### src/rtl/retract_stack.sv
// retract_stack: undo-history buffer for the game core.
// Holds up to DEPTH snapshots of the game state in a circular buffer. The most
// recent snapshot is presented combinationally on prev_state. It also keeps a
// saturating step counter and a sticky flag that is set once the oldest history
// has been overwritten.
module retract_stack #(
  parameter int DEPTH   = 8,
  parameter int STATE_W = 134,
  parameter int STEP_W  = 8
) (
  input  logic                     clk,
  input  logic                     reset,
  input  logic                     clear,
  input  logic                     push,
  input  logic                     pop,
  input  logic [STATE_W-1:0]       cur_state,
  output logic [STATE_W-1:0]       prev_state,
  output logic                     real_retract,
  output logic [STEP_W-1:0]        step,
  output logic [$clog2(DEPTH):0]   count,
  output logic                     truncated
);

  localparam int AW = $clog2(DEPTH);
  localparam logic [AW:0]       FULL     = (AW+1)'(DEPTH);
  localparam logic [AW:0]       CNT_ZERO = '0;
  localparam logic [STEP_W-1:0] STEP_MAX = '1;
  localparam logic [STEP_W-1:0] STEP_MIN = '0;

  logic [STATE_W-1:0] mem [DEPTH];
  logic [AW-1:0]      wr_ptr;
  logic [AW-1:0]      top;
  logic               do_push;
  logic               do_pop;

  // Step counter increment that sticks at the all-ones value.
  function automatic logic [STEP_W-1:0] step_inc(input logic [STEP_W-1:0] s);
    return (s == STEP_MAX) ? s : s + 1'b1;
  endfunction

  // Step counter decrement that sticks at zero.
  function automatic logic [STEP_W-1:0] step_dec(input logic [STEP_W-1:0] s);
    return (s == STEP_MIN) ? s : s - 1'b1;
  endfunction

  // clear wins over everything; a simultaneous push and pop is ignored, and a
  // pop on an empty history does nothing at all.
  assign do_push = push && !pop && !clear;
  assign do_pop  = pop && !push && !clear && (count != CNT_ZERO);

  // The top entry sits one slot behind the write pointer; the subtraction
  // wraps naturally in AW bits.
  assign top = wr_ptr - 1'b1;

  // Snapshot storage: data only, no reset needed since count gates visibility.
  always_ff @(posedge clk) begin
    if (do_push) begin
      mem[wr_ptr] <= cur_state;
    end
  end

  // Control state: pointer, occupancy, step counter and overwrite flag.
  always_ff @(posedge clk or negedge reset) begin
    if (!reset) begin
      wr_ptr    <= '0;
      count     <= '0;
      step      <= '0;
      truncated <= 1'b0;
    end else if (clear) begin
      wr_ptr    <= '0;
      count     <= '0;
      step      <= '0;
      truncated <= 1'b0;
    end else if (do_push) begin
      wr_ptr <= wr_ptr + 1'b1;
      step   <= step_inc(step);
      if (count == FULL) begin
        truncated <= 1'b1;
      end else begin
        count <= count + 1'b1;
      end
    end else if (do_pop) begin
      wr_ptr <= wr_ptr - 1'b1;
      count  <= count - 1'b1;
      step   <= step_dec(step);
    end
  end

  // Top-of-stack read, masked to zero when no history is held.
  always_comb begin
    prev_state   = '0;
    real_retract = (count != CNT_ZERO);
    if (count != CNT_ZERO) begin
      prev_state = mem[top];
    end
  end

endmodule
### config.mk
export PLATFORM = sky130hd
export DESIGN_NAME = retract_stack
export DESIGN_NICKNAME = d
export VERILOG_FILES = /design/src/rtl/retract_stack.sv
export SDC_FILE = /design/constraint.sdc
export NUM_CORES = 1
export LEC_CHECK = 0
export ABC_AREA = 1
export BUFFER_PORTS_ARGS = -buffer_cell sky130_fd_sc_hd__buf_2
export CORE_MARGIN = 2
export CORE_UTILIZATION = 51
export DETAILED_ROUTE_END_ITERATION = 6
export GPL_TIMING_DRIVEN = 1
export PLACE_DENSITY_LB_ADDON = 0.1
export RECOVER_POWER = 100
export SETUP_SLACK_MARGIN = 0.05
export SYNTH_ARGS = -nofsm -noshare
export SYNTH_HDL_FRONTEND = slang
export SYNTH_SLANG_ARGS = --single-unit
### constraint.sdc
create_clock -name clk -period 7.66 [get_ports clk]
set_clock_uncertainty 0.2 [all_clocks]
set_input_delay 0.383 -clock clk [delete_from_list [all_inputs] [get_ports clk]]
set_output_delay 0.383 -clock clk [all_outputs]
set_load 0.01 [all_outputs]
; ---- After elaboration in Yosys (flattened, before gate mapping)
; Memory sizes are Yosys's and may differ from the RTL's.
; Cells that the tools add are included.
[word_totals]
reg_bits = 16
ram_bits = 1072
input_bits = 139
output_inout_bits = 148
elab_cells = 50
mem_count = 1
[mem_list]
columns = memory, depth, width, rd, rd_ports_with_merged_regs, wr, line
row1 = mem, 8, 134, 1, 0, 1, 30  ; logic [STATE_W-1:0] mem [DEPTH];
[classes]
add_sub_neg = 6
eq_ne = 5
mux = 18
n_reduce_logical = 16
[ops]
columns = operator, count
row1 = $mux 134, 1
row2 = $mux 8, 5
row3 = $mux 4, 4
row4 = $mux 3, 3
row5 = $ne 3x3->1 const B, 3
row6 = $add 8x1->8 const B, 1
row7 = $eq 8x8->1 const B, 1
row8 = $logic_not 8->1, 1
row9 = $sub 8x1->8 const B, 1
row10 = $logic_and 1x1->1, 5
row11 = $mux 1, 5
row12 = $add 4x1->4 const B, 1
row13 = $eq 4x4->1 const B, 1
row14 = $reduce_and 2->1, 2
row15 = $reduce_bool 2->1, 2
row16 = $reduce_bool 4->1, 1
row17 = $sub 4x1->4 const B, 1
row18 = $add 3x1->3 const B, 1
row19 = $logic_not 1->1, 3
row20 = $reduce_and 3->1, 1
row21 = $reduce_bool 3->1, 1
row22 = $sub 3x1->3 const B, 1

; ---- Longest topological paths before layout
; Gate-level depths: netlist of the first run.
[logic_depth]
word_depth = 7
ltp_mapped = 14
mapped_depth_nobuf = 13

; ---- Worst setup path before layout of the first run
; No wires, ideal clock.
[synth_path]
kind = flip-flop to flip-flop
start = register wr_ptr[0]
end = memory mem[0][0] (enable)
setup_time_ns = 0.630
arrival_time_ns = 6.751
required_time_ns = 6.830
slack_ns = 0.079
stages_incl_launch_ff = 8
n_path_buf = 4
period_less_slack_ns = 7.581
cell_sequence = dfrtp_1 > buf_2 > inv_2 > buf_6 > buf_4 > buf_4 > nand2_1 > nor2_1
[synth_rtl]
columns = element, line
row1 = "start, declared", 31  ; logic [AW-1:0] wr_ptr;
row2 = "start signal, assigned", 75  ; wr_ptr <= wr_ptr + 1'b1;
row3 = "start signal, assigned", 83  ; wr_ptr <= wr_ptr - 1'b1;
row4 = "end, declared", 30
; Straight into the memory's write port.

; ---- Worst setup path in the final report of the first run
[layout_path]
start = register wr_ptr[0]
end = output port prev_state[30]
[layout_via]
elab_chain_cells = 3
[layout_rtl]
columns = element, line
row1 = $sub 3x1->3, 53  ; assign top = wr_ptr - 1'b1;
row2 = $mem_v2 8x134, -
row3 = $mux 134, 93  ; if (count != CNT_ZERO) begin
row4 = "end, declared", 17  ; output logic [STATE_W-1:0] prev_state,
; Every way passes these cells.

==> out/results.txt, run 1 <==
Placed Area = 45300 um2
# setup viols final = 0
largest net degree at the start of global routing = 250
total wire length = 104 mm
GRT overflow = 0
starting density of the core = 0.515
Worst-Skew Late Latency = 0.67 ns
metal3 WL = 5.93 mm
Worst Path Required = 7.08 ns
Final ANT Viol Nets = 0
Post-Synthesis Cell Area = 43100 um2
Area Growth Syn to Fin = 15.5%
WL per Instance = 21.0 um
status = finished, violations left
die height = 295 um
DR WL met2 = 51.6 mm
layout cells sized above 1 = 0.0510
RSZ-0062 raised after global routing = no
synth warn = 0
net count after synthesis = 3517
dpl hpwl = 49.0 mm
Clock Sinks = 1088
crit path DAT = 5.67 ns
CP Launch Type = register
initial DRC count = 2152
post-synthesis register bit count = 1088
port bufs = 286
Placer Congestion = 0.747
core area = 83700 um2
IO Pins = 287
Seq/Total Area, Yosys = 0.757
Fillers = 6685
worst relative slew slack = -1.78
initial antenna violation count = 13
Peak VDD IR = 0.397 mV
post-synthesis instance total = 3366
CTS buffer count = 113
Netlist cell types = 28
Die Span X = 295 um
met1 WL = 44.0 mm
die area = 86800 um2
vias = 27700
Clk pin slew, worst setup/hold paths = 0.06 ns
Post-CTS Setup Inserts = 0
final hold violation count = 0
Slowest Stage Delay on Critical Path = 1.56 ns
Via-to-Cell Ratio = 5.60
CP Capture Type = primary output
Nets = 3862
number of max-cap violations = 17
residual DRC count = 0
drt first pass iters = 5
Total Power = 0.0183 W
commonest cells after routing, fill and taps aside = edfxtp_1 (1072), nor2_1 (963), o21ai_0 (538)
final instance area = 49700 um2
Syn Area/Cell = 12.8 um2
root buffer cell = clkbuf_16
critical path, cell by cell = inv_8, ha_4, clkbuf_2, o21ai_0, o22ai_1, nor2_1, nor2_1, clkbuf_1
TritonCTS clock tree = built
worst slew pin tran = 4.17 ns
GRT Util Overall = 0.236
failing checks = max-capacitance violations, max-slew violations
most used cell, CP = nor2_1
setup_tns = 0 ns
fmax = 160 MHz
Power Density = 367 nW/um2
CTS Buffer Depth = 3
Layout Cells excl Fill = 4944
Placed Cells incl. Taps = 4593
Core Rows = 106
most common cell after layout, fill and taps aside = edfxtp_1
Slew Limit Fails = 876
vias in the first global route = 27500
crit path time final = 6.25 ns
crit-path max FO = 161
crit path max-delay cell type = clkbuf_2
Tcrit/Tclk final = 0.816
first-pass GRT wire length = 158 mm
H-tree Lvls = 3
leakage = 16.5 nW
HP Class = in -> reg
uppermost layer routed = met5
WS Path Type = reg -> out
==> report_power, final <==
group | internal [W] | total, W | switching (W)
registers | 0.00675 | 0.00685 | 0.0000929
clock network | 0.00298 | 0.00517 | 0.00219
logic | 0.00185 | 0.00626 | 0.00441
==> critical path: cells and delay by family, from the launching register on <==
family                     cells  cell delay [ns]
AOI/OAI and AO/OA              2             0.58
DFF                            1             0.82
and+or+nand+nor                2             0.31
adders and majority gates      1             1.03
buffers and inverters          3             2.12
==> layer usage <==
layer	global-route usage	vias to the layer above
met5	0	-
met4	0.0605	12
met3	0.0467	164
met2	0.409	731
met1	0.307	13900
li1	-	12900
==> registers in the layout (all words and copies together), names as in the netlist <==
signal	flops
truncated	1
count	4
wr_ptr	3
step	8
mem	1072
==> path summary, 6_finish.rpt <==
| kind | cells past startpoint | end | slack (ns) | startpoint |
|---|---|---|---|---|
| worst max-delay path | 8 | prev_state[30] | 1.41 | wr_ptr[0]$_DFFE_PN0P_ |
| worst min-delay path | 6 | wr_ptr[2]$_DFFE_PN0P_ | 0.09 | push |
| worst max register to register | 5 | mem[0][75]$_DFFE_PP_ | 1.49 | wr_ptr[0]$_DFFE_PN0P_ |
| worst min register to register | 2 | truncated$_DFFE_PN0P_ | 0.29 | truncated$_DFFE_PN0P_ |
| max in group asynchronous | 3 | wr_ptr[0]$_DFFE_PN0P_ | 6.02 | reset |
| min in group asynchronous | 3 | step[2]$_DFFE_PN0P_ | 0.67 | reset |
==> what timing repair did <==
item                                   in CTS  in global routing
setup endpoints to repair                   0                  0
hold buffers                              137                  0
resized for setup                           0                  0
endpoints found under the hold margin    1102                  0
==> per-stage QoR <==
step / hold slack (ns) / worst slack [ns] / util
2_1_floorplan: -0.113 / 0.0795 / -
3_3_place_gp: 0.119 / 2.84 / 0.542
3_5_place_dp: 0.123 / 2.80 / 0.542
4_1_cts: 0.0439 / 2.05 / 0.600
5_1_grt: 0.109 / 0.894 / 0.594
6_report: 0.0867 / 1.41 / 0.594
==> synth_stat cells <==
| library cell | n | area (um2) |
|---|---|---|
| inv_2 | 3 | 11.3 |
| dfrtp_1 | 16 | 400 |
| buf_6 | 4 | 45.0 |
| nand2_2 | 1 | 6.26 |
| buf_1 | 7 | 26.3 |
| inv_1 | 24 | 90.1 |
| clkbuf_1 | 108 | 405 |
| xor2_1 | 1 | 8.76 |
| buf_4 | 25 | 188 |
| nand3b_1 | 1 | 7.51 |
| nand3_1 | 12 | 60.1 |
| a21oi_1 | 2 | 10.0 |
| nor2_1 | 964 | 3620 |
| o21ai_1 | 9 | 45.0 |
| fa_1 | 2 | 40.0 |
| buf_2 | 78 | 390 |
| edfxtp_1 | 1072 | 32200 |
| xnor2_2 | 1 | 16.3 |
| ha_1 | 10 | 125 |
| or2_2 | 2 | 12.5 |
| nand4_1 | 1 | 6.26 |
| o21ai_0 | 537 | 2690 |
| clkinv_1 | 1 | 3.75 |
| xnor2_1 | 3 | 26.3 |
| o22ai_1 | 135 | 845 |
| a21o_1 | 1 | 7.51 |
| o211ai_1 | 135 | 1010 |
| nand2_1 | 211 | 792 |
==> cells by family after synthesis <==
family,count (synthesis),share of synthesized area
fa+ha+maj,12,0.00383
xor+xnor,5,0.00119
simple gates,1192,0.105
compound gates,819,0.107
flops,1088,0.757
buf+inv,250,0.0269
==> cell type report <==
cell class,instances,area (um2),area share
Sequential cell,1088,32600,0.655
Multi-Input combinational cell,2028,9370,0.188
Clock buffer,147,3000,0.0603
Timing Repair Buffer,452,2730,0.0549
Tap cell,1134,1420,0.0285
Clock inverter,60,497,0.00999
Inverter,28,115,0.00231
Antenna cell,7,17.5,0.000352
(Power assumes the default switching activity.)
==> inputs of run 2 (changes only) <==
- clock period: 7.66 -> 5.9 ns (I/O delays scaled with it)
==> run 2 against run 1 <==
- the run still ends with max-capacitance violations, max-slew violations left
- critical path depth down 2
- power is 30% higher
- sequential cell count is the same
- worst hold slack worse by 0.050 ns
- first-iteration DRC count up 0.51%
- final cell count is 0.16% higher
- count of clock-buffer cells in the layout is 3 higher
- sequential power up 29%
- clock power up 28%
- critical path type unchanged
- highest routed layer unchanged
==> out/results.txt, run 2 (same netlist as run 1, synthesis figures left out) <==
status = finished, violations left
failing checks = max-capacitance violations, max-slew violations
HP Class = in -> reg
Worst R2R End = mem[1][55]$_DFFE_PP_
WHS Path Cells = 6
vias = 27700
core area = 83700 um2
root buffer cell = clkbuf_16
Worst-Skew Late Latency = 0.66 ns
initial DRC count = 2163
drt first pass iters = 7
GRT overflow = 0
die height = 295 um
Peak VDD IR = 0.417 mV
number of max-cap violations = 22
H-tree Lvls = 3
port bufs = 286
final hold violation count = 0
first-pass GRT wire length = 160 mm
Via-to-Cell Ratio = 5.59
worst hold endpoint = wr_ptr[1]$_DFFE_PN0P_
Largest register FFs = 1072
top flop regs = mem: 1072 flops, step: 8 flops, count: 4 flops
TritonCTS clock tree = built
vias in the first global route = 27800
largest register by flop count = mem
layout cells sized above 1 = 0.0522
HP Start = push
final core utilization = 0.594
WS Path Type = reg -> out
Final ANT Viol Nets = 0
CP Launch Type = register
crit-path max FO = 87
Tcrit/Tclk final = 0.875
Power Density = 477 nW/um2
crit path DAT = 4.67 ns
CTS Buffer Depth = 3
most common cell after layout, fill and taps aside = edfxtp_1
Clock Sinks = 1088
Placed Area = 45500 um2
Place WS = 1.76 ns
Die Span X = 295 um
worst r2r path cells = 4
crit path time final = 5.16 ns
Area Growth Syn to Fin = 15.3%
largest net degree at the start of global routing = 225
Hold Slack = 0.0364 ns
die area = 86800 um2
PostCTS Resize Cnt = 0
Placer Congestion = 0.787
Worst Path Required = 5.41 ns
dpl hpwl = 50.0 mm
initial antenna violation count = 13
CP Capture Type = primary output
Core Rows = 106
# setup viols final = 0
IO Pins = 287
Nets = 3868
reg2reg start = wr_ptr[2]$_DFFE_PN0P_
worst relative slew slack = -2.03
GRT Util Overall = 0.239
worst slew pin tran = 4.54 ns
R2R Setup Slk = 1.09 ns
Post-CTS Setup Inserts = 0
RSZ-0062 raised after global routing = no
fmax = 194 MHz
residual DRC count = 0
total wire length = 104 mm
Total Power = 0.0237 W
Clk pin slew, worst setup/hold paths = 0.06 ns
final worst slack = 0.736 ns
final instance area = 49700 um2
starting density of the core = 0.515
WL per Instance = 21.0 um
leakage = 16.5 nW
commonest cells after routing, fill and taps aside = edfxtp_1 (1072), nor2_1 (964), o21ai_0 (540)
Slew Limit Fails = 1444
CTS buffer count = 111
[run 2: repair_timing]
action                                  4_1_cts  5_1_grt
endpoints found under the setup margin        0        0
hold buffers                                137        0
hold endpoints to repair                   1102        0
[run 2: worst max-delay path: stages, from the launching register on]
cell and delay, ns:
dfrtp_1 0.43, nor2_1 0.11, nand2_2 1.89, buf_4 0.92, nand2_1 0.17, nor2_1 0.24, buf_2 0.19
[run 2: final cells by class]
cell class / count / area (um2)
sequential: 1088 / 32600
multi-input combinational: 2028 / 9350
tap: 1134 / 1420
inverter: 28 / 113
fill: 6698 / 34000
antenna: 8 / 20.0
clock inverter: 56 / 460
timing repair buffer: 460 / 2730
clock buffer: 150 / 2990
[run 2: metrics by stage]
step	setup TNS, ns	cells
3_3_place_gp	0	4601
3_5_place_dp	0	4601
2_1_floorplan	-1536.67	3366
4_1_cts	0	4944
5_1_grt	0	4950
6_report	0	4952
[run 2: power breakdown]
part | switching [W] | leakage [nW] | internal, W | total, W
combinational | 0.00573 | 4.96 | 0.00247 | 0.00821
sequential | 0.000102 | 9.86 | 0.00877 | 0.00887
clock | 0.00283 | 1.69 | 0.00381 | 0.00664
[run 2: worst max path at each step]
stage	end	depth (start not counted)	from
4_1_cts	prev_state[85]	8	wr_ptr[0]$_DFFE_PN0P_
5_1_grt	prev_state[118]	9	wr_ptr[0]$_DFFE_PN0P_
3_5_place_dp	prev_state[53]	8	wr_ptr[0]$_DFFE_PN0P_
6_report	prev_state[29]	6	count[1]$_DFFE_PN0P_
2_1_floorplan	mem[0][0]$_DFFE_PP_	7	wr_ptr[0]$_DFFE_PN0P_
3_3_place_gp	prev_state[61]	8	wr_ptr[0]$_DFFE_PN0P_
[run 2: layer usage]
layer  track usage  wire length (um)
met4        0.0727              2510
met2         0.418             52100
met1         0.306             43600
met5             0                69
met3        0.0409              5840
